`config.mk`:
```
export PLATFORM = sky130hd
export DESIGN_NAME = mult_unit
export DESIGN_NICKNAME = d
export VERILOG_FILES = /design/src/rtl/mult_unit_pkg.sv /design/src/rtl/mult_unit_adder.sv /design/src/rtl/mult_unit.sv
export SDC_FILE = /design/constraint.sdc
export NUM_CORES = 1
export LEC_CHECK = 0
export ABC_AREA = 1
export CAP_MARGIN = 10
export CORE_AREA = 4 4 200 154
export CTS_BUF_LIST = sky130_fd_sc_hd__clkbuf_8
export DETAILED_ROUTE_END_ITERATION = 6
export DIE_AREA = 0 0 204 158
export SYNTH_ARGS = -nofsm -noshare
export SYNTH_HDL_FRONTEND = slang
export SYNTH_SLANG_ARGS = --single-unit
```
`constraint.sdc`:
```
create_clock -name clk -period 20.1 [get_ports clk]
set_input_delay 6.03 -clock clk [delete_from_list [all_inputs] [get_ports clk]]
set_output_delay 6.03 -clock clk [all_outputs]
set_load 0.005 [all_outputs]
```
`src/rtl/mult_unit_pkg.sv`:
```
// mult_unit_pkg: shared constants for the sequential shift-add multiplier.
`default_nettype none

package mult_unit_pkg;

  localparam int MULT_WIDTH = 32;

  // Radix-2 retires one multiplier bit per RUN cycle.
  function automatic int iter_count(input int width);
    return width;
  endfunction

  localparam int ITER_COUNT = iter_count(MULT_WIDTH);

  localparam int STATE_W = 3;

  localparam logic [STATE_W-1:0] S_IDLE = 3'd0;
  localparam logic [STATE_W-1:0] S_PREP = 3'd1;
  localparam logic [STATE_W-1:0] S_RUN  = 3'd2;
  localparam logic [STATE_W-1:0] S_FIX  = 3'd3;
  localparam logic [STATE_W-1:0] S_DONE = 3'd4;

endpackage

`default_nettype wire

```
`src/rtl/mult_unit_adder.sv`:
```
// ripple_adder32: WIDTH-bit ripple-carry adder built from one-bit full-adder cells.
`default_nettype none

module full_adder (
  input  logic a,
  input  logic b,
  input  logic cin,
  output logic sum,
  output logic cout
);

  assign sum  = a ^ b ^ cin;
  assign cout = (a & b) | (cin & (a ^ b));

endmodule

module ripple_adder32 #(
  parameter int WIDTH = 32
) (
  input  logic [WIDTH-1:0] a,
  input  logic [WIDTH-1:0] b,
  input  logic             cin,
  output logic [WIDTH-1:0] sum,
  output logic             cout
);

  logic [WIDTH:0] carry;

  assign carry[0] = cin;
  assign cout     = carry[WIDTH];

  for (genvar i = 0; i < WIDTH; i++) begin : g_cells
    full_adder u_fa (
      .a    (a[i]),
      .b    (b[i]),
      .cin  (carry[i]),
      .sum  (sum[i]),
      .cout (carry[i+1])
    );
  end

endmodule

`default_nettype wire

```
`src/rtl/mult_unit.sv`:
```
// mult_unit: multi-cycle signed/unsigned WIDTH x WIDTH multiplier (radix-2 shift-add,
// fixed latency) producing a 2*WIDTH product split into hi/lo.
`default_nettype none

module mult_unit
  import mult_unit_pkg::*;
#(
  parameter int WIDTH = MULT_WIDTH
) (
  input  logic             clk,
  input  logic             rst,
  input  logic             start,
  input  logic             is_signed,
  input  logic [WIDTH-1:0] a,
  input  logic [WIDTH-1:0] b,
  output logic             busy,
  output logic             done,
  output logic [WIDTH-1:0] hi,
  output logic [WIDTH-1:0] lo
);

  localparam int CNT_W = $clog2(iter_count(WIDTH) + 1);
  localparam logic [CNT_W-1:0] CNT_LOAD = CNT_W'(iter_count(WIDTH));
  localparam logic [CNT_W-1:0] CNT_LAST = CNT_W'(1);

  logic [STATE_W-1:0] state;
  logic [WIDTH-1:0]   mcand;
  logic [WIDTH-1:0]   acc;
  logic [WIDTH-1:0]   mplier;
  logic [CNT_W-1:0]   cnt;
  logic               sign;
  logic               op_signed;

  logic [WIDTH-1:0]   add_a;
  logic [WIDTH-1:0]   add_b;
  logic               add_cin;
  logic [WIDTH-1:0]   add_sum;
  logic               add_cout;
  logic [WIDTH-1:0]   neg_sum;
  logic               neg_cout;

  assign busy = (state != S_IDLE);
  assign done = (state == S_DONE);

  // Main adder: shift-add steps in RUN, |a| in PREP, upper-half negation in FIX.
  always_comb begin
    add_a   = acc;
    add_b   = mplier[0] ? mcand : '0;
    add_cin = 1'b0;
    case (state)
      S_PREP: begin
        add_a   = ~mcand;
        add_b   = '0;
        add_cin = 1'b1;
      end
      S_FIX: begin
        add_a   = ~acc;
        add_b   = '0;
        add_cin = neg_cout;
      end
      default: ;
    endcase
  end

  ripple_adder32 #(.WIDTH(WIDTH)) u_add (
    .a    (add_a),
    .b    (add_b),
    .cin  (add_cin),
    .sum  (add_sum),
    .cout (add_cout)
  );

  // Second instance negates the low word so FIX stays a single cycle; its carry
  // chains straight into the main adder for the upper half.
  ripple_adder32 #(.WIDTH(WIDTH)) u_neg (
    .a    (~mplier),
    .b    ('0),
    .cin  (1'b1),
    .sum  (neg_sum),
    .cout (neg_cout)
  );

  always_ff @(posedge clk or posedge rst) begin
    if (rst) begin
      state     <= S_IDLE;
      mcand     <= '0;
      acc       <= '0;
      mplier    <= '0;
      cnt       <= '0;
      sign      <= 1'b0;
      op_signed <= 1'b0;
      hi        <= '0;
      lo        <= '0;
    end else begin
      case (state)
        S_IDLE: begin
          if (start) begin
            mcand     <= a;
            mplier    <= b;
            op_signed <= is_signed;
            state     <= S_PREP;
          end
        end
        S_PREP: begin
          if (op_signed && mcand[WIDTH-1]) begin
            mcand <= add_sum;
          end
          if (op_signed && mplier[WIDTH-1]) begin
            mplier <= neg_sum;
          end
          sign  <= op_signed & (mcand[WIDTH-1] ^ mplier[WIDTH-1]);
          acc   <= '0;
          cnt   <= CNT_LOAD;
          state <= S_RUN;
        end
        S_RUN: begin
          acc    <= {add_cout, add_sum[WIDTH-1:1]};
          mplier <= {add_sum[0], mplier[WIDTH-1:1]};
          cnt    <= cnt - CNT_LAST;
          if (cnt == CNT_LAST) begin
            state <= S_FIX;
          end
        end
        S_FIX: begin
          if (sign) begin
            hi <= add_sum;
            lo <= neg_sum;
          end else begin
            hi <= acc;
            lo <= mplier;
          end
          state <= S_DONE;
        end
        S_DONE: begin
          state <= S_IDLE;
        end
        default: begin
          state <= S_IDLE;
        end
      endcase
    end
  end

endmodule

`default_nettype wire

```
# == Word level (Yosys, flattened, before mapping) ==
# Index checks and enable logic that the tools add are counted.
# totals
output_inout_bits,66
wordCells,276
inputBits,68
ff_bits,171
# op_classes
add_sub_neg,1
reduce_logical,12
mux,17
eq_ne,9
bitwise_logic,228
# ops
op,count
2-to-1 mux 32 bit,8
one-hot mux 32 bit (2 select lines),3
bitwise AND 1 bit,96
NOT 32 bit,3
one-hot mux 32 bit (3 select lines),1
bitwise XOR 1 bit,96
OR 1 bit,32
one-hot mux 3 bit (4 select lines),1
one-hot mux 6 bit (2 select lines),1
"!= test 2 bit, second input constant",4
"== test 3 x 2 -> 1 bit, second input constant",2
"== test 6 x 1 -> 1 bit, second input constant",1
2-to-1 mux 3 bit,2
AND reduction 3 bit,2
nonzero test 3 bit,2
"subtractor 6 x 1 -> 6 bit, second input constant",1
AND reduction 2 bit,2
nonzero test 2 bit,2
"== test 3 x 1 -> 1 bit, second input constant",1
"== test 3 bit, second input constant",1
zero test 3 bit,1
logical AND 1 bit,2
one-hot mux 1 bit (2 select lines),1
OR reduction 2 bit,1
NOT 1 bit,1

# == Longest topological paths before layout ==
# logic_depth
ltp_word,98
mapped_depth,70
ltp_nobuf,70

# == Cells and area by module ==
# From an unflattened synthesis, not the netlist that was laid out.
# hier_totals
hier_cells,1326
area_unflattened_um2,10535.1
# by_module_without_submodules
mod,cells_per_inst,seq_area_each_um2,area_each_um2,n_inst
mult_unit,1262,4279.1,9253.9,1
full_adder,1,0.0,20.0,64

# == Worst setup path after synthesis ==
# Ideal clock, no wire load.
# synth_path
path_type,register -> register
from,register mplier[0]
to,register hi[31]
path_slack_ns,-0.145
arrival_time_ns,20.169
synth_period_minus_slack_ns,20.245
path_stages_with_launch,71
setup_ns,0.076
n_path_buf,0
required_ns,20.024
cell_sequence,dfrtp_1 > inv_1 > ha_1 > ha_1 > ha_1 > ha_1 > ha_1 > ha_1 > ha_1 > ha_1 > ha_1 > ha_1 > ha_1 > ha_1 > ha_1 > ha_1 > ha_1 > ha_1 > [35 not listed] > fa_1 > fa_1 > fa_1 > fa_1 > fa_1 > fa_1 > fa_1 > fa_1 > fa_1 > fa_1 > fa_1 > inv_1 > fa_1 > fa_1 > fa_1 > nand2_1 > o21ai_0 > o21ai_1
# synth_via
elab_chain_len,97
word_cells_on_any_way,162
cone_classes,mux (4); bitwise (158)
# synth_rtl
item,line,text
start: declaration,mult_unit.sv:29,logic [WIDTH-1:0] mplier;
start signal: assignment,mult_unit.sv:109,mplier <= neg_sum;
start signal: assignment,mult_unit.sv:118,"mplier <= {add_sum[0], mplier[WIDTH-1:1]};"
NOT 32 bit,mult_unit.sv:76,".a (~mplier),"
bitwise AND 1 bit (31 in a row),mult_unit_adder.sv:13,assign cout = (a & b) | (cin & (a ^ b));
one-hot mux 1 bit (2 select lines),mult_unit.sv:50,case (state)
bitwise AND 1 bit,mult_unit_adder.sv:13,
OR 1 bit,mult_unit_adder.sv:13,
bitwise AND 1 bit,mult_unit_adder.sv:13,
OR 1 bit,mult_unit_adder.sv:13,
bitwise AND 1 bit,mult_unit_adder.sv:13,
[51 not listed],--,
bitwise AND 1 bit,mult_unit_adder.sv:13,
OR 1 bit,mult_unit_adder.sv:13,
bitwise AND 1 bit,mult_unit_adder.sv:13,
OR 1 bit,mult_unit_adder.sv:13,
bitwise AND 1 bit,mult_unit_adder.sv:13,
OR 1 bit,mult_unit_adder.sv:13,
bitwise XOR 1 bit *,mult_unit_adder.sv:12,assign sum = a ^ b ^ cin;
2-to-1 mux 32 bit *,mult_unit.sv:125,if (sign) begin
end signal: assignment,mult_unit.sv:126,hi <= add_sum;
end: declaration,mult_unit.sv:18,"output logic [WIDTH-1:0] hi,"
# Every way passes the cells marked *; elsewhere a longest branch is shown, timed or not.
# A chain may end at the register's enable or synchronous reset.

# == Worst setup path after layout ==
# Same ends and word-level chain as after synthesis.

==> flow_summary.json <==
{
  "status": "complete, no violations",
  "powerDensity_nw_per_um2": 177,
  "routed_wl_um": 29500,
  "cts_tree": "yes",
  "cts-hold-fix-buffers": 0,
  "dp.cells": 1775,
  "start_util": 0.347,
  "wire_per_inst_um": 16.3,
  "cap_violations": 0,
  "grt.overflow.total": 0,
  "synth_common_cells": "nand2_1, dfrtp_1, nand3_1",
  "syn_to_final_growth_pct": 22.1,
  "synth-simple-area-share": 0.305,
  "clkLatencyLatePin_ps": 470,
  "drive_above_1_share": 0.0686,
  "synthesis.area_um2": 9960,
  "ir_drop_uv": 81.3,
  "synth_area_leaders": "dfrtp_1, nand2_1, fa_1",
  "fin_skew_ps": 17.6,
  "grtUsageTotal": 0.188,
  "startpoint": "mplier[0]",
  "yosys.area.top_type": "dfrtp_1",
  "synth_top_family_by_area": "simple AND/OR/NAND/NOR gates",
  "tightest_slew_ps": 1030,
  "fp.coreArea_um2": 28700,
  "pin_count": 134,
  "min_path_type": "reg -> reg",
  "start_kind": "flip-flop",
  "critPathTopFamily": "adder cells",
  "rows": 54,
  "rr_worst_depth": 70,
  "dr.first_iter.drc_count": 625,
  "grt_pass1_wl_um": 49000,
  "synth_seq_area_share": 0.430,
  "endpoint_kind": "flip-flop",
  "fmax_mhz": 51.6,
  "clock_path_buffers": 2,
  "r2r_end": "hi[31]",
  "drv_slew": 0,
  "antennaDiodeCount": 0,
  "synth.most_common_cell": "nand2_1",
  "grt_max_degree": 104,
  "cts_setup_buffers": 0,
  "path_buf_inv": 2,
  "htreeDepth": 4,
  "cts_buffers": 17,
  "crit_fanout": 3,
  "crit_path_frequent_cell": "ha_1",
  "firstDrtPassIters": 5,
  "worstSetupPathType": "reg -> reg",
  "io_buffers": 133,
  "crit_end": "hi[31]",
  "final_hold_viol_count": 0,
  "yosysUniqueCellTypes": 25,
  "synth_xor_area_frac": 0.00176,
  "final_cells": 1805,
  "dieHeight_um": 158,
  "synth_edf_count": 0,
  "syn-num-nets": 1443,
  "numClockSinks": 171,
  "hold_path.startpoint": "cnt[3]",
  "synth-seq-cells": 171,
  "synth_compound_area_frac": 0.0915,
  "yosys_warnings": 0,
  "synth.mux.area_fraction": 0,
  "fin_nets": 1535,
  "r2r_start": "mplier[0]",
  "rrSetupSlack_ps": 730,
  "slowest_delay_ps": 430,
  "tns_ps": 0,
  "die_area_um2": 32200,
  "dp_hpwl_um": 18900,
  "crit_cells": 70,
  "die_w_um": 204,
  "clkTransAtPathRegs_ps": 90,
  "via_per_inst": 4.99,
  "min_period_ps": 19370,
  "root_buffer": "clkbuf_8",
  "rsz0062_at_grt": "false",
  "max_slew_margin": 0.315,
  "cp_data_required_time_ps": 20500,
  "power.leakage_nw": 5.57,
  "synth_async_sr_flop_share": 1.00,
  "setup_viol": 0,
  "synth_cells": 1310,
  "ant_nets": 0,
  "antenna_found_initial": 0,
  "via_count": 9005,
  "syn_avg_cell_area_um2": 7.60,
  "grt_pass1_vias": 8934,
  "synth_top_area_frac": 0.430,
  "period_share": 0.964,
  "cp.arrival_ps": 19770,
  "drc": 0,
  "synthAdderAreaFrac": 0.106,
  "final.fill_count": 2921,
  "cp_slowest_cell": "fa_1",
  "ys.flop_type": "dfrtp_1",
  "gp_congestion": 0.796
}
## sequential cells by signal, summed over array words and instances (netlist names)
name       cells
sign           1
mcand         32
acc           32
mplier        32
state          3
op_signed      1
hi            32
lo            32
cnt            6
## layer usage
metal  GRT usage  wire, µm
met4      0.0392       317
met5           0         0
met3      0.0403      1890
met1       0.276     14600
met2       0.288     12700
## layout make-up
type / count / area [µm²] / area share
Inverter: 78 / 298 / 0.0245
Clock buffer: 18 / 248 / 0.0204
Multi-Input combinational cell: 977 / 5130 / 0.422
Sequential cell: 171 / 4280 / 0.352
Clock inverter: 12 / 198 / 0.0163
Timing Repair Buffer: 157 / 1510 / 0.124
Tap cell: 392 / 490 / 0.0404
## placed cells by master, fill, tap and decap left out, drive strengths merged, types with 2 or more instances in the layout
master and count:
o21ai 46, inv 80, o221ai 29, a31oi 60, ha 33, clkdlybuf4s50 133
clkbuf 18, dfrtp 171, fa 32, nor2 103, o211ai 2, buf 24
clkinv 4, nand3 110, o22ai 5, bufinv 5, nand2 552
## what timing repair did
| action | in CTS | in global routing |
|---|---|---|
| resized for setup | 20 | 7 |
| pin swaps | 0 | 10 |
| endpoints found under the setup margin | 13 | 9 |
| endpoints found under the hold margin | 0 | 0 |
## power by group
| group | total, mW | switching [mW] | internal (mW) |
|---|---|---|---|
| clock network | 0.284 | 0.134 | 0.150 |
| logic | 1.25 | 0.749 | 0.500 |
| registers | 0.623 | 0.115 | 0.509 |
## worst reg2reg max path, delay by kind of cell, from the launching register on
family,cells,cell delay (ps)
AOI/OAI and AO/OA,2,240
adders and majority gates,63,18290
buffers and inverters,2,150
DFF,1,350
and+or+nand+nor,3,250
## per-stage QoR
stage	hold slack [ps]	instance area [µm²]	power [mW]	worst slack [ps]	util
floorplan	481	9960	1.41	8.99	-
global placement	513	11600	1.83	-735	0.405
detailed placement	520	11600	1.86	-1060	0.405
CTS	533	12100	2.17	16.3	0.423
global route	558	12200	2.37	15.2	0.423
finish	524	12200	2.16	726	0.423
## how the worst min path moves through the flow
stage / depth (start not counted) / slack [ps] / endpoint
2_1_floorplan: 1 / 480 / cnt[3]
3_3_place_gp: 2 / 510 / mplier[7]
3_5_place_dp: 2 / 520 / mplier[23]
4_1_cts: 1 / 530 / cnt[3]
5_1_grt: 1 / 560 / cnt[3]
6_report: 1 / 520 / cnt[3]
## cell families (layout without fill, tap and decap cells)
kind of cell,Yosys count,count (layout)
compound gates,143,143
xor+xnor,2,2
buf+inv,162,265
fa+ha+maj,65,65
simple gates,767,767
flops,171,171
Power figures use the tool's default switching activity.
